### src/rtl/fetch_unit.sv
// Instruction fetch unit: a START/REQ/HOLD state machine that issues one word-aligned
// read per instruction and holds the returned word until the control block advances.
// Latency: the instruction is valid one cycle after imem_ready_in. A zero-wait memory
// therefore yields one new instruction every two cycles.
// Backpressure: the unit waits in REQ until imem_ready_in, and in HOLD until pc_enable_in.
//
// Optional feature: define DELAY_SLOT_EN to get one branch delay slot. A taken redirect
// is then parked in a pending register, and the fetch after the delay slot uses it.
//
// Ports:
//   clk_in, rst_in                  clock and asynchronous active-high reset
//   pc_enable_in                    advance request, honoured only in HOLD
//   branch_taken_in/target_in       redirect, sampled only together with an accepted advance
//   imem_req_out/imem_addr_out      read request and word-aligned fetch address
//   imem_ready_in/imem_data_in      read data valid and instruction word, used only in REQ
//   instr_out/instr_valid_out       held instruction and its valid flag
//   opcode_out/func_out/code_out    combinational fields of instr_out
//   pc_out                          address of the held instruction
//   align_err_out                   one-cycle pulse on an accepted misaligned redirect
module fetch_unit #(
   parameter logic [31:0] RESET_PC = 32'h0000_0000
) (
   input  logic        clk_in,
   input  logic        rst_in,
   input  logic        pc_enable_in,
   input  logic        branch_taken_in,
   input  logic [31:0] branch_target_in,
   output logic        imem_req_out,
   output logic [31:0] imem_addr_out,
   input  logic        imem_ready_in,
   input  logic [31:0] imem_data_in,
   output logic [31:0] instr_out,
   output logic        instr_valid_out,
   output logic [5:0]  opcode_out,
   output logic [5:0]  func_out,
   output logic [4:0]  code_out,
   output logic [31:0] pc_out,
   output logic        align_err_out
);

   localparam logic [31:0] RESET_PC_ALIGNED = {RESET_PC[31:2], 2'b00};

   typedef enum logic [1:0] {
      ST_START = 2'd0,
      ST_REQ   = 2'd1,
      ST_HOLD  = 2'd2
   } state_t;

   state_t      state_q;
   state_t      state_d;

   logic [31:0] pc_q;
   logic [31:0] instr_q;
   logic        instr_vld_q;
   logic [31:0] held_pc_q;
   logic        align_err_q;

   logic        capture;      // REQ and memory answered this cycle
   logic        advance;      // HOLD and control block asked for the next instruction
   logic        redirect;     // an accepted taken branch
   logic        misaligned;
   logic [31:0] pc_plus4;
   logic [31:0] target_aligned;
   logic [31:0] next_pc;

   // ---------------------------------------------------------------------------------
   // State register
   // ---------------------------------------------------------------------------------
   always_ff @(posedge clk_in or posedge rst_in) begin
      if (rst_in) begin
         state_q <= ST_START;
      end else begin
         state_q <= state_d;
      end
   end

   // ---------------------------------------------------------------------------------
   // Next-state and strobe decode. Inputs that do not belong to the current state are
   // simply not looked at, so a late imem_ready_in after a reset falls on the floor.
   // ---------------------------------------------------------------------------------
   always_comb begin
      state_d      = state_q;
      imem_req_out = 1'b0;
      capture      = 1'b0;
      advance      = 1'b0;
      case (state_q)
         ST_START: begin
            state_d = ST_REQ;
         end
         ST_REQ: begin
            imem_req_out = 1'b1;
            if (imem_ready_in) begin
               capture = 1'b1;
               state_d = ST_HOLD;
            end
         end
         ST_HOLD: begin
            if (pc_enable_in) begin
               advance = 1'b1;
               state_d = ST_REQ;
            end
         end
         default: begin
            state_d = ST_START;
         end
      endcase
   end

   // ---------------------------------------------------------------------------------
   // Next PC selection. The +4 wraps naturally in 32 bits.
   // ---------------------------------------------------------------------------------
   assign pc_plus4       = pc_q + 32'd4;
   assign target_aligned = {branch_target_in[31:2], 2'b00};

`ifdef DELAY_SLOT_EN
   logic        pend_vld_q;
   logic [31:0] pend_tgt_q;

   // A parked target is consumed on the advance after the delay slot. Any redirect
   // offered on that same advance is dropped, because only one target can be pending.
   assign redirect = advance & branch_taken_in & ~pend_vld_q;
   assign next_pc  = pend_vld_q ? pend_tgt_q : pc_plus4;

   always_ff @(posedge clk_in or posedge rst_in) begin
      if (rst_in) begin
         pend_vld_q <= 1'b0;
         pend_tgt_q <= 32'd0;
      end else if (advance) begin
         if (pend_vld_q) begin
            pend_vld_q <= 1'b0;
         end else if (branch_taken_in) begin
            pend_vld_q <= 1'b1;
            pend_tgt_q <= target_aligned;
         end
      end
   end
`else
   assign redirect = advance & branch_taken_in;
   assign next_pc  = branch_taken_in ? target_aligned : pc_plus4;
`endif

   assign misaligned = redirect & (branch_target_in[1:0] != 2'b00);

   // ---------------------------------------------------------------------------------
   // Datapath registers
   // ---------------------------------------------------------------------------------
   always_ff @(posedge clk_in or posedge rst_in) begin
      if (rst_in) begin
         pc_q        <= RESET_PC_ALIGNED;
         instr_q     <= 32'd0;
         instr_vld_q <= 1'b0;
         held_pc_q   <= RESET_PC_ALIGNED;
         align_err_q <= 1'b0;
      end else begin
         // A fresh value every cycle makes this a single-cycle pulse.
         align_err_q <= misaligned;
         if (capture) begin
            instr_q     <= imem_data_in;
            instr_vld_q <= 1'b1;
            held_pc_q   <= pc_q;
         end
         if (advance) begin
            pc_q        <= next_pc;
            instr_vld_q <= 1'b0;
         end
      end
   end

   // ---------------------------------------------------------------------------------
   // Outputs
   // ---------------------------------------------------------------------------------
   assign imem_addr_out   = pc_q;
   assign instr_out       = instr_q;
   assign instr_valid_out = instr_vld_q;
   assign pc_out          = held_pc_q;
   assign align_err_out   = align_err_q;

   assign opcode_out = instr_q[31:26];
   assign func_out   = instr_q[5:0];
   assign code_out   = instr_q[20:16];

endmodule
### config.mk
export PLATFORM = sky130hd
export DESIGN_NAME = fetch_unit
export DESIGN_NICKNAME = d
export VERILOG_FILES = /design/src/rtl/fetch_unit.sv
export SDC_FILE = /design/constraint.sdc
export NUM_CORES = 1
export LEC_CHECK = 0
export CAP_MARGIN = 20
export CORE_UTILIZATION = 44
export CTS_CLUSTER_SIZE = 24
export DETAILED_ROUTE_END_ITERATION = 8
export GPL_TIMING_DRIVEN = 0
export PLACE_DENSITY = 0.91
export SETUP_SLACK_MARGIN = 0.4
export SLEW_MARGIN = 15
export SYNTH_ARGS = -nofsm -noshare
export SYNTH_HDL_FRONTEND = slang
export SYNTH_SLANG_ARGS = --single-unit
export TNS_END_PERCENT = 30
### constraint.sdc
create_clock -name clk_in -period 4.5 [get_ports clk_in]
set_input_delay 0.9 -clock clk_in [delete_from_list [all_inputs] [get_ports clk_in]]
set_output_delay 0.9 -clock clk_in [all_outputs]
set_load 0.005 [all_outputs]
Yosys cells after proc, flatten, opt, wreduce, memory -nomap -nowiden
Cells that the tools add are included.
{ "classes": {"add_sub_neg": 1, "n_eq_ne": 4, "n_mux": 11, "bitwise_logic": 2, "n_reduce_logical": 4} }
{ "op_table": {"columns": ["operator", "n"], "rows": [
  ["$add 32x3->32 const B", 1],
  ["$mux 32", 1],
  ["$mux 1", 7],
  ["$pmux 2 s3", 1],
  ["$mux 2", 2],
  ["$ne 2x2->1 const B", 2],
  ["$reduce_bool 2->1", 2],
  ["$and 1x1->1", 2],
  ["$eq 2x1->1 const B", 1],
  ["$eq 2x2->1 const B", 1],
  ["$logic_not 2->1", 1],
  ["$reduce_and 2->1", 1]
]} }
{ "word_totals": {"reg_bits": 100, "input_bits": 69} }

Logic depth before layout (Yosys ltp)
Gate-level depths: netlist of the first run.
{ "depth": {"ltp_word": 4, "depth_mapped": 6, "ltp_nobuf": 5} }

Worst setup path after synthesis of the first run
No wires, ideal clock.
{ "synth_timing": {"path_kind": "input to register", "startpoint": "input port pc_enable_in", "endpoint": "register pc_q[11] (netlist: imem_addr_out[11])", "setup_time_ns": 0.080, "t_arrival_ns": 2.004, "required_ns": 4.420, "slack_ns": 2.417, "stages": 6, "cell_sequence": "and3b_1 -> clkbuf_1 -> clkbuf_1 -> buf_2 -> o21ai_0 -> a2bb2oi_1"} }
{ "synth_between": {"elab_chain_cells": 2} }
{ "synth_lines": {"columns": ["item", "line", "rtl"], "rows": [
  ["start: declaration", "25", "input logic pc_enable_in,"],
  ["$mux 1", "98", "if (pc_enable_in) begin"],
  ["$mux 1", "86", "case (state_q)"],
  ["end signal: assignment", "163", "pc_q <= next_pc;"],
  ["end: declaration", "52", "logic [31:0] pc_q;"]
]} }
No other way between the ends.
A chain may end at the register's enable or synchronous reset.

Worst setup path in the final report of the first run
Same ends and word-level chain as after synthesis.

==> flow_summary_export.csv, run 1 <==
group,metric,value,unit
status,status,"completed",
flow_run,maxCapViolations,0,
clock_tree,cts_buffers,9,
detailed_routing,wire_per_inst,18.23,microns
critical_path,worst-r2r-cell-count,6,
critical_path,path_cells,"clkdlybuf4s50_1 -> and3b_1 -> clkbuf_1 -> clkbuf_1 -> buf_2 -> o21ai_0 -> a2bb2oi_1",
place,dpl.hpwl,10200,microns
yosys,synth_top_family_by_area,"simple AND/OR/NAND/NOR gates",
floorplan,std_cell_rows,37,
place,place_inst,745,
yosys,ys.warnings.count,0,
yosys,netlist_top_cells_area,"dfrtp_1 (51%), mux2_2 (14%), buf_4 (3.4%), o21ai_0 (2.9%), nand2_1 (1.8%)",
yosys,synth-adder-area-share,0.2662,%
critical_path,end_kind,"flip-flop",
critical_path,r2r-end,"imem_addr_out[26]$_DFFE_PP0P_",
finish,fillers,771,
floorplan,die_h,105.4,microns
timing,tightest_slew,0.7176,ns
place,gp_congestion,0.9215,
critical_path,rr_startpoint,"imem_addr_out[2]$_DFFE_PP0P_",
floorplan,core_area,10320,sq um
yosys,synth_simple_gate_area_share,15.41,%
detailed_routing,vias,4311,
timing,setup_viol_count_final,0,
clock_tree,cts-root-buf,"clkbuf_8",
detailed_routing,dr_wl_met3,1116,microns
yosys,synth-seq-cells,96,
yosys,synth_area,4701,sq um
global_routing,grt_antenna_before_repair,0,
clock_tree,clkSlewWorstSetupHoldPaths,0.09,ns
timing,period_share,61.70,%
finish,layout-drive-gt1-share,17.44,%
detailed_routing,drtIter0Drc,400,
timing,max_freq,360.2,MHz
clock_tree,cts_resized,0,
pwr,ir_worst_vdd,0.0002596,V
detailed_routing,drt-total-wl,13880,microns
detailed_routing,avgViaCountPerCell,5.665,
finish,area_delta_synth_final,47.54,%
global_routing,grt_max_degree,50,
yosys,synth_top_area_share,51.10,%
timing,final_hold_viol_count,0,
yosys,avgSynthCellArea,11.06,sq um
yosys,synth_cell_type_count,56,
critical_path,ff2ff_setup_slack,2.22,ns
critical_path,cp.required,4.79,ns
yosys,synth-edff-count,0,
critical_path,worstPathArrival,3.07,ns
yosys,syn_inst,425,
detailed_routing,drc,0,
clock_tree,cts_tree,"yes",
finish,fin_util,67.18,%
timing,slew_viol_final,0,
finish,stdcell_count,761,
detailed_routing,wl_met2,6805,microns
global_routing,grt_usage,25.10,%
timing,clock_skew,0.007326,ns
detailed_routing,wl_met1,5708,microns
critical_path,slowest_delay,0.50,ns
critical_path,cpLargestDelayFamily,"buffers and inverters",
timing,rsz0062_at_grt,"no",
yosys,synthTopCellsByCount,"dfrtp_1 (96), mux2_2 (57), o21ai_0 (27), nand2_1 (22), buf_4 (21)",
floorplan,die_w,105.4,microns
critical_path,startpoint_type,"input port",
clock_tree,post_cts_buffers,0,
clock_tree,clock_path_buffers,2,
hold_path,min_from,"pc_out[18]$_DFFE_PP0P_",
critical_path,cp_num_buf_inv,4,
pwr,total_power,4147,uW
pwr,p_per_area,598.0,nW/um^2
detailed_routing,highest_layer,"met4",
detailed_routing,dr.pass1.iters,5,
hold_path,whs_path_depth,2,
yosys,synthXorXnorAreaFrac,0,%
hold_path,min_to,"pc_out[18]$_DFFE_PP0P_",
finish,insertedDiodeCount,0,
place,io_buffers,180,
hold_path,hp-class,"reg -> reg",
clock_tree,holdBufCountCts,0,
timing,min_period,2.777,ns
floorplan,io_pins,185,
pwr,p_leak,0.002862,uW
critical_path,worstPathMaxFanout,10,
yosys,muxShareOfSynthArea,14.72,%
yosys,yosys_most_used_dff,"dfrtp_1",
floorplan,dieArea,11100,sq um
yosys,synth.largest_area_cell,"dfrtp_1",
detailed_routing,drtAntennaViolNets,0,
timing,slew_headroom,51.72,%
yosys,synth_compound_area_share,12.32,%
global_routing,grt_pass1_vias,4211,
critical_path,slowest_stage,"clkdlybuf4s50_1",
clock_tree,cts_sinks,96,
global_routing,grt_pass1_wl,21780,microns
finish,nNetsFinal,690,
clock_tree,clk_latency,0.36,ns
clock_tree,htree_levels,3,
yosys,ys_seq_area_share,51.10,%
yosys,synth-async-reset-ratio,100.0,%
critical_path,crit_top_cell,"clkbuf_1",
floorplan,start_util,45.53,%
critical_path,crit_type,"in -> reg",
yosys,synth.most_common_cell,"dfrtp_1",
global_routing,grt-ovfl-total,0,
state kept, by name, indices dropped and copies added (netlist names):
| signal | count |
|---|---|
| align_err_out | 1 |
| imem_addr_out | 30 |
| instr_out | 32 |
| instr_valid_out | 1 |
| pc_out | 30 |
| state_q | 2 |
placed cells by master (no fill, tap or decap), types with 3 or more instances in the layout:
cell type,instances
o21ai_0,27
or3_1,10
mux2_2,57
conb_1,4
or2_2,3
nand2_1,22
mux2i_1,5
o21a_1,4
a31oi_1,3
clkdlybuf4s50_1,180
nor4_1,9
and2_1,8
buf_2,4
a2bb2oi_1,3
and4_1,5
nor3_1,10
nand3b_1,3
clkbuf_8,10
nor2_1,15
buf_1,7
a21oi_1,13
buf_4,21
dfrtp_1,96
nand3_1,15
a311oi_1,7
clkbuf_1,16
inv_1,7
and3_1,8
a211oi_1,6
nand4_1,6
final cells by class:
| cell class | count | area [sq um] | area share [%] |
|---|---|---|---|
| buffer | 46 | 256.5 | 3.698 |
| clock buffer | 12 | 145.1 | 2.093 |
| clock inverter | 4 | 76.32 | 1.100 |
| inverter | 8 | 32.53 | 0.4691 |
| multi-input combinational | 278 | 2023 | 29.17 |
| sequential | 96 | 2402 | 34.64 |
| tap | 136 | 170.2 | 2.454 |
| timing repair buffer | 181 | 1829 | 26.38 |
layer usage:
metal | GRT usage (%) | up-vias
met2 | 42.34 | 241
met4 | 8.954 | 0
met5 | 0 | -
met1 | 32.23 | 2095
li1 | - | 1949
met3 | 4.700 | 26
cells by family after synthesis:
| kind of cell | after synthesis |
|---|---|
| AND/OR/NAND/NOR | 126 |
| flip-flops | 96 |
| AO/OA/AOI/OAI | 85 |
| multiplexers | 62 |
| buffers and inverters | 54 |
| adder cells (fa/ha/maj) | 1 |
| other | 1 |
where the power goes:
part / internal (uW) / total [uW] / leakage, uW / switching, uW
clock: 331 / 641 / 0.000107 / 310
sequential: 1230 / 1560 / 0.00116 / 335
combinational: 1270 / 1940 / 0.00159 / 671
total: 2830 / 4150 / 0.00286 / 1320
metrics by stage:
stage	instance area, sq um	setup TNS (ns)	hold WS, ns	worst slack [ns]
after floorplan	4712	0	0.4702	1.095
after global placement	6684	-31.38	0.4606	-0.3332
after detailed placement	6714	0	0.4722	1.448
after CTS	6935	0	0.4936	1.776
after global routing	6935	0	0.5199	1.558
final	6935	0	0.4901	1.723
worst reg2reg max path, stage by stage (launching register included):
cell and delay (ns):
dfrtp_1 0.54, ha_1 0.28, nand3_1 0.22, nor4_1 0.45, buf_2 0.31, a311oi_1 0.15, a211oi_1 0.25
how the worst max path moves through the flow:
| stage | to | cells after the start | slack (ns) | start |
|---|---|---|---|---|
| 3_5_place_dp | imem_addr_out[11]$_DFFE_PP0P_ | 7 | 1.45 | pc_enable_in |
| 4_1_cts | imem_addr_out[11]$_DFFE_PP0P_ | 7 | 1.78 | pc_enable_in |
| 3_3_place_gp | pc_out[13]$_DFFE_PP0P_ | 2 | -0.33 | rst_in |
| 2_1_floorplan | align_err_out$_DFF_PP0_ | 1 | 1.09 | rst_in |
| 6_report | imem_addr_out[11]$_DFFE_PP0P_ | 7 | 1.72 | pc_enable_in |
| 5_1_grt | imem_addr_out[11]$_DFFE_PP0P_ | 7 | 1.56 | pc_enable_in |
(Power assumes the default switching activity.)
==> run 2, diff against run 1 <==
Clock period 4.5 ns to 2.75 ns, I/O delays scaled along.
==> flow_summary_export.csv, run 2 (same netlist as run 1, synthesis figures left out) <==
group,metric,value,unit
status,status,"completed",
clock_tree,post_cts_buffers,0,
finish,layout_commonest_cell,"clkdlybuf4s50_1",
critical_path,worstPathMaxFanout,10,
pwr,pwr-share-comb,46.3,%
critical_path,slowest_delay,0.54,ns
floorplan,die_h,105.4,microns
floorplan,std_cell_rows,37,
clock_tree,cts_tree,"yes",
clock_tree,cts-root-buf,"clkbuf_8",
detailed_routing,wire_per_inst,18.19,microns
floorplan,die_w,105.4,microns
finish,layout-drive-gt1-share,18.37,%
clock_tree,clk_latency,0.36,ns
finish,area_delta_synth_final,48.34,%
global_routing,grt_antenna_before_repair,0,
timing,max_freq,428.7,MHz
critical_path,slowest_stage,"clkdlybuf4s50_1",
pwr,p_per_area,983.2,nW/um^2
detailed_routing,dr.pass1.iters,5,
critical_path,worst-r2r-cell-count,6,
hold_path,whs_path_depth,2,
finish,insertedDiodeCount,0,
timing,slew_headroom,48.69,%
detailed_routing,drc,0,
critical_path,crit_type,"in -> reg",
place,pre_cts_slack,-0.03286,ns
timing,period_share,84.82,%
place,dpl.hpwl,10290,microns
pwr,p_sw_share,31.46,%
timing,clock_skew,0.009524,ns
pwr,p_leak,0.002889,uW
floorplan,core_area,10320,sq um
detailed_routing,drt-total-wl,13860,microns
clock_tree,cts_buffers,9,
critical_path,crit_top_cell,"clkbuf_1",
global_routing,grt_usage,25.63,%
place,io_buffers,180,
critical_path,cp.depth,6,
floorplan,io_pins,185,
timing,min_period,2.333,ns
clock_tree,htree_levels,3,
timing,tightest_slew,0.7696,ns
pwr,ir_worst_vdd,0.0004826,V
place,gp_congestion,0.9310,
pwr,seqPwrFrac,37.5,%
flow_run,maxCapViolations,0,
critical_path,startpoint_type,"input port",
timing,whs,0.4888,ns
critical_path,rr_startpoint,"imem_addr_out[2]$_DFFE_PP0P_",
global_routing,grt_pass1_wl,22430,microns
finish,fillers,765,
critical_path,worstPathArrival,2.59,ns
hold_path,hp-class,"reg -> reg",
clock_tree,cts_sinks,96,
finish,multi_input_area,2023,sq um
finish,largest_reg_flops,32,
finish,layout_common_cells,"clkdlybuf4s50_1 (180), dfrtp_1 (96), mux2_2 (57)",
finish,nNetsFinal,691,
critical_path,end_kind,"flip-flop",
hold_path,min_from,"pc_out[6]$_DFFE_PP0P_",
global_routing,grt_max_degree,36,
floorplan,start_util,45.53,%
pwr,power_switching,2157,uW
detailed_routing,drtAntennaViolNets,0,
detailed_routing,vias,4289,
floorplan,dieArea,11100,sq um
pwr,clock_power_share,16.3,%
clock_tree,clkSlewWorstSetupHoldPaths,0.10,ns
finish,regArea,2402,sq um
detailed_routing,drtIter0Drc,360,
global_routing,grt-ovfl-total,0,
timing,slew_viol_final,0,
critical_path,cp_num_buf_inv,4,
critical_path,path_cells,"clkdlybuf4s50_1 -> inv_1 -> clkbuf_1 -> clkbuf_1 -> o21ai_0 -> o21a_1",
timing,final_hold_viol_count,0,
critical_path,cp.required,3.01,ns
clock_tree,clock_path_buffers,2,
timing,fin_ws,0.4174,ns
critical_path,ff2ff_setup_slack,0.44,ns
pwr,p_int,4699,uW
critical_path,r2r-end,"imem_addr_out[26]$_DFFE_PP0P_",
global_routing,grt_pass1_vias,4346,
detailed_routing,avgViaCountPerCell,5.629,
timing,rsz0062_at_grt,"yes",
timing,setup_viol_count_final,0,
critical_path,cpLargestDelayFamily,"buffers and inverters",
hold_path,min_to,"pc_out[6]$_DFFE_PP0P_",
run 2: cell types whose count changed in the layout (fill, tap and decap cells not counted), sizes merged:
cell,delta
bufinv,+1
inv,-1
clkinv,+3
clkbuf,-2
run 2: how the worst max path moves through the flow:
stage	end	startpoint
floorplan	imem_addr_out[14]$_DFFE_PP0P_	imem_addr_out[2]$_DFFE_PP0P_
global placement	imem_addr_out[11]$_DFFE_PP0P_	pc_enable_in
detailed placement	imem_addr_out[11]$_DFFE_PP0P_	pc_enable_in
CTS	imem_addr_out[4]$_DFFE_PP0P_	branch_taken_in
global route	imem_addr_out[11]$_DFFE_PP0P_	pc_enable_in
finish	imem_addr_out[16]$_DFFE_PP0P_	branch_taken_in
run 2: power groups by stage:
stage          combinational (uW)  sequential (uW)  clock, uW
2_1_floorplan                1300             2530          0
3_3_place_gp                 3100             2540          0
3_5_place_dp                 3190             2590          0
4_1_cts                      3200             2560       1140
5_1_grt                      3400             2650       1180
6_report                     3170             2570       1110
run 2: tightest hold or removal path, stage by stage (launching register included):
cell,delay [ns]
dfrtp_1,0.35
nand2_1,0.05
o21ai_0,0.06
run 2: repair_timing:
item | 4_1_cts | 5_1_grt
cloned | 0 | 0
resized for setup | 1 | 3
setup endpoints to repair | 1 | 19
hold buffers | 0 | 0
run 2: layout make-up:
class	count	share of cell area [%]
clock inverter	7	1.687
inverter	8	0.4845
buffer	46	3.732
tap	136	2.440
multi-input combinational	278	29.01
sequential	96	34.45
clock buffer	9	1.776
timing repair buffer	182	26.41
run 2: stage by stage:
stage | area (sq um) | total power [uW] | instances | TNS (ns) | utilization (%)
final | 6973 | 6856 | 762 | 0 | 67.54
after floorplan | 4716 | 3824 | 428 | 0 | -
after CTS | 6970 | 6890 | 762 | 0 | 67.52
after global routing | 6973 | 7239 | 762 | 0 | 67.54
after detailed placement | 6728 | 5771 | 746 | -0.03286 | 65.17
after global placement | 6688 | 5636 | 744 | 0 | 64.78
run 2: layer usage:
metal  vias to the layer above  share of wire [%]  track usage (%)
met5                         -                  0                0
met4                         0                2.3            8.853
met3                        29                7.8            5.504
met2                       234                 48            42.81
met1                      2073                 42            32.92
li1                       1953                  -                -
==> run 3, diff against run 2 <==
Clock period 2.75 ns to 2.4 ns, I/O delays scaled along.
==> flow_summary_export.csv, run 3 (same netlist as run 1, synthesis figures left out) <==
group,metric,value,unit
status,status,"completed",
floorplan,start_util,45.53,%
timing,slew_headroom,47.77,%
critical_path,cp.required,2.68,ns
timing,min_period,1.978,ns
detailed_routing,wire_per_inst,18.39,microns
clock_tree,holdBufCountCts,0,
detailed_routing,drt-total-wl,14030,microns
finish,layout_commonest_cell,"clkdlybuf4s50_1",
flow_run,maxCapViolations,0,
floorplan,die_w,105.4,microns
timing,setup_viol_count_final,0,
finish,layout_common_cells,"clkdlybuf4s50_1 (180), dfrtp_1 (91), mux2_2 (57)",
timing,slew_viol_final,0,
floorplan,io_pins,185,
finish,stdcell_count,763,
timing,tightest_slew,0.7764,ns
global_routing,grt_usage,25.93,%
critical_path,path_cells,"clkdlybuf4s50_1 -> and3b_1 -> clkbuf_2 -> buf_2 -> clkbuf_4 -> o21ai_0 -> a2bb2oi_1",
place,place_inst,746,
critical_path,slowest_stage,"clkdlybuf4s50_1",
detailed_routing,drc,0,
finish,insertedDiodeCount,0,
timing,final_hold_viol_count,0,
critical_path,end_kind,"flip-flop",
finish,largest_reg_flops,32,
clock_tree,cts-root-buf,"clkbuf_8",
clock_tree,cts_tree,"yes",
place,dpl.hpwl,10290,microns
finish,finalInstanceArea,7023,sq um
critical_path,startpoint_type,"input port",
global_routing,grt_antenna_before_repair,0,
hold_path,hp-class,"reg -> reg",
timing,clock_skew,0.01185,ns
place,io_buffers,180,
clock_tree,cts_sinks,96,
timing,rsz0062_at_grt,"yes",
place,gp_congestion,0.9310,
global_routing,grt_max_degree,36,
finish,layout-drive-gt1-share,20.89,%
timing,max_freq,505.6,MHz
pwr,p_leak,0.002922,uW
critical_path,cp_num_buf_inv,4,
global_routing,grt_pass1_wl,22650,microns
clock_tree,htree_levels,3,
floorplan,core_area,10320,sq um
clock_tree,clk_latency,0.36,ns
detailed_routing,dr.pass1.iters,5,
floorplan,dieArea,11100,sq um
floorplan,die_h,105.4,microns
pwr,p_per_area,1124,nW/um^2
critical_path,slowest_delay,0.50,ns
timing,period_share,82.40,%
global_routing,grt_pass1_vias,4403,
finish,area_delta_synth_final,49.40,%
clock_tree,clock_path_buffers,2,
pwr,total_power,7895,uW
floorplan,std_cell_rows,37,
pwr,ir_worst_vdd,0.0005506,V
detailed_routing,vias,4336,
critical_path,worstPathMaxFanout,10,
clock_tree,cts_buffers,9,
global_routing,grt-ovfl-total,0,
detailed_routing,avgViaCountPerCell,5.683,
clock_tree,clkSlewWorstSetupHoldPaths,0.09,ns
place,placed_area,6728,sq um
critical_path,crit_type,"in -> reg",
critical_path,cpLargestDelayFamily,"buffers and inverters",
detailed_routing,drtAntennaViolNets,0,
critical_path,worstPathArrival,2.26,ns
detailed_routing,drtIter0Drc,451,
finish,nNetsFinal,692,
run 3: changes by cell type in the layout (fill, tap and decap cells not counted):
cell,delta
clkbuf_2,+5
clkbuf_1,-7
nand3_2,+1
nor4_4,+1
ha_1,-1
clkbuf_4,+1
nand3_1,-1
dfrtp_1,-5
dfrtp_2,+5
ha_2,+1
nor4_1,-1
buf_4,+2
run 3: repair_timing:
action,CTS,global route
setup endpoints to repair,31,40
gates resized for setup,12,14
hold endpoints to repair,0,0
setup buffers,1,0
run 3: stage by stage:
| step | TNS, ns | utilization [%] | hold WS, ns | worst slack (ns) |
|---|---|---|---|---|
| 2_1_floorplan | 0 | - | 0.4702 | 0.5451 |
| 3_3_place_gp | -22.99 | 64.78 | 0.4635 | -0.2385 |
| 3_5_place_dp | -4.276 | 65.17 | 0.4715 | -0.3129 |
| 4_1_cts | 0 | 67.88 | 0.4928 | 0.3936 |
| 5_1_grt | 0 | 68.03 | 0.5178 | 0.2998 |
| 6_report | 0 | 68.03 | 0.4881 | 0.4223 |
run 3: worst paths after layout:
path                       slack (ns)                            end                         start  depth (start not counted)
hold / removal                   0.49          pc_out[6]$_DFFE_PP0P_         pc_out[6]$_DFFE_PP0P_                          2
max in group asynchronous        1.20  imem_addr_out[17]$_DFFE_PP0P_                        rst_in                          3
setup reg to reg                 0.43  imem_addr_out[31]$_DFFE_PP0P_  imem_addr_out[6]$_DFFE_PP0P_                          5
setup / recovery                 0.42  imem_addr_out[11]$_DFFE_PP0P_                  pc_enable_in                          7
hold reg to reg                  0.49          pc_out[6]$_DFFE_PP0P_         pc_out[6]$_DFFE_PP0P_                          2
min in group asynchronous        0.59       instr_out[8]$_DFFE_PP0P_                        rst_in                          2
run 3: power breakdown:
group	internal, uW	switching [uW]	leakage, uW	total (uW)
combinational	2400	1270	0.00164	3660
sequential	2310	641	0.00116	2950
clock	695	585	0.000124	1280
total	5400	2490	0.00292	7900
run 3: routing by layer:
metal | track usage, % | share of wire (%)
met1 | 33.09 | 41
met2 | 43.52 | 49
met3 | 5.318 | 8.1
met4 | 9.457 | 1.6
met5 | 0 | 0
run 3: layout make-up:
cell class / count / area (sq um)
inverters: 8 / 33.78
fillers: 766 / 3301
plain buffers: 46 / 274.0
well taps: 136 / 170.2
clock inverters: 7 / 117.6
clock buffers: 9 / 123.9
flip-flops and latches: 96 / 2409
multi-input cells: 278 / 2046
repair buffers: 183 / 1849
run 3: tightest hold or removal path, cell delays in order, from the launching register on:
cell and delay, ns:
dfrtp_1 0.35, nand2_1 0.05, o21ai_0 0.06
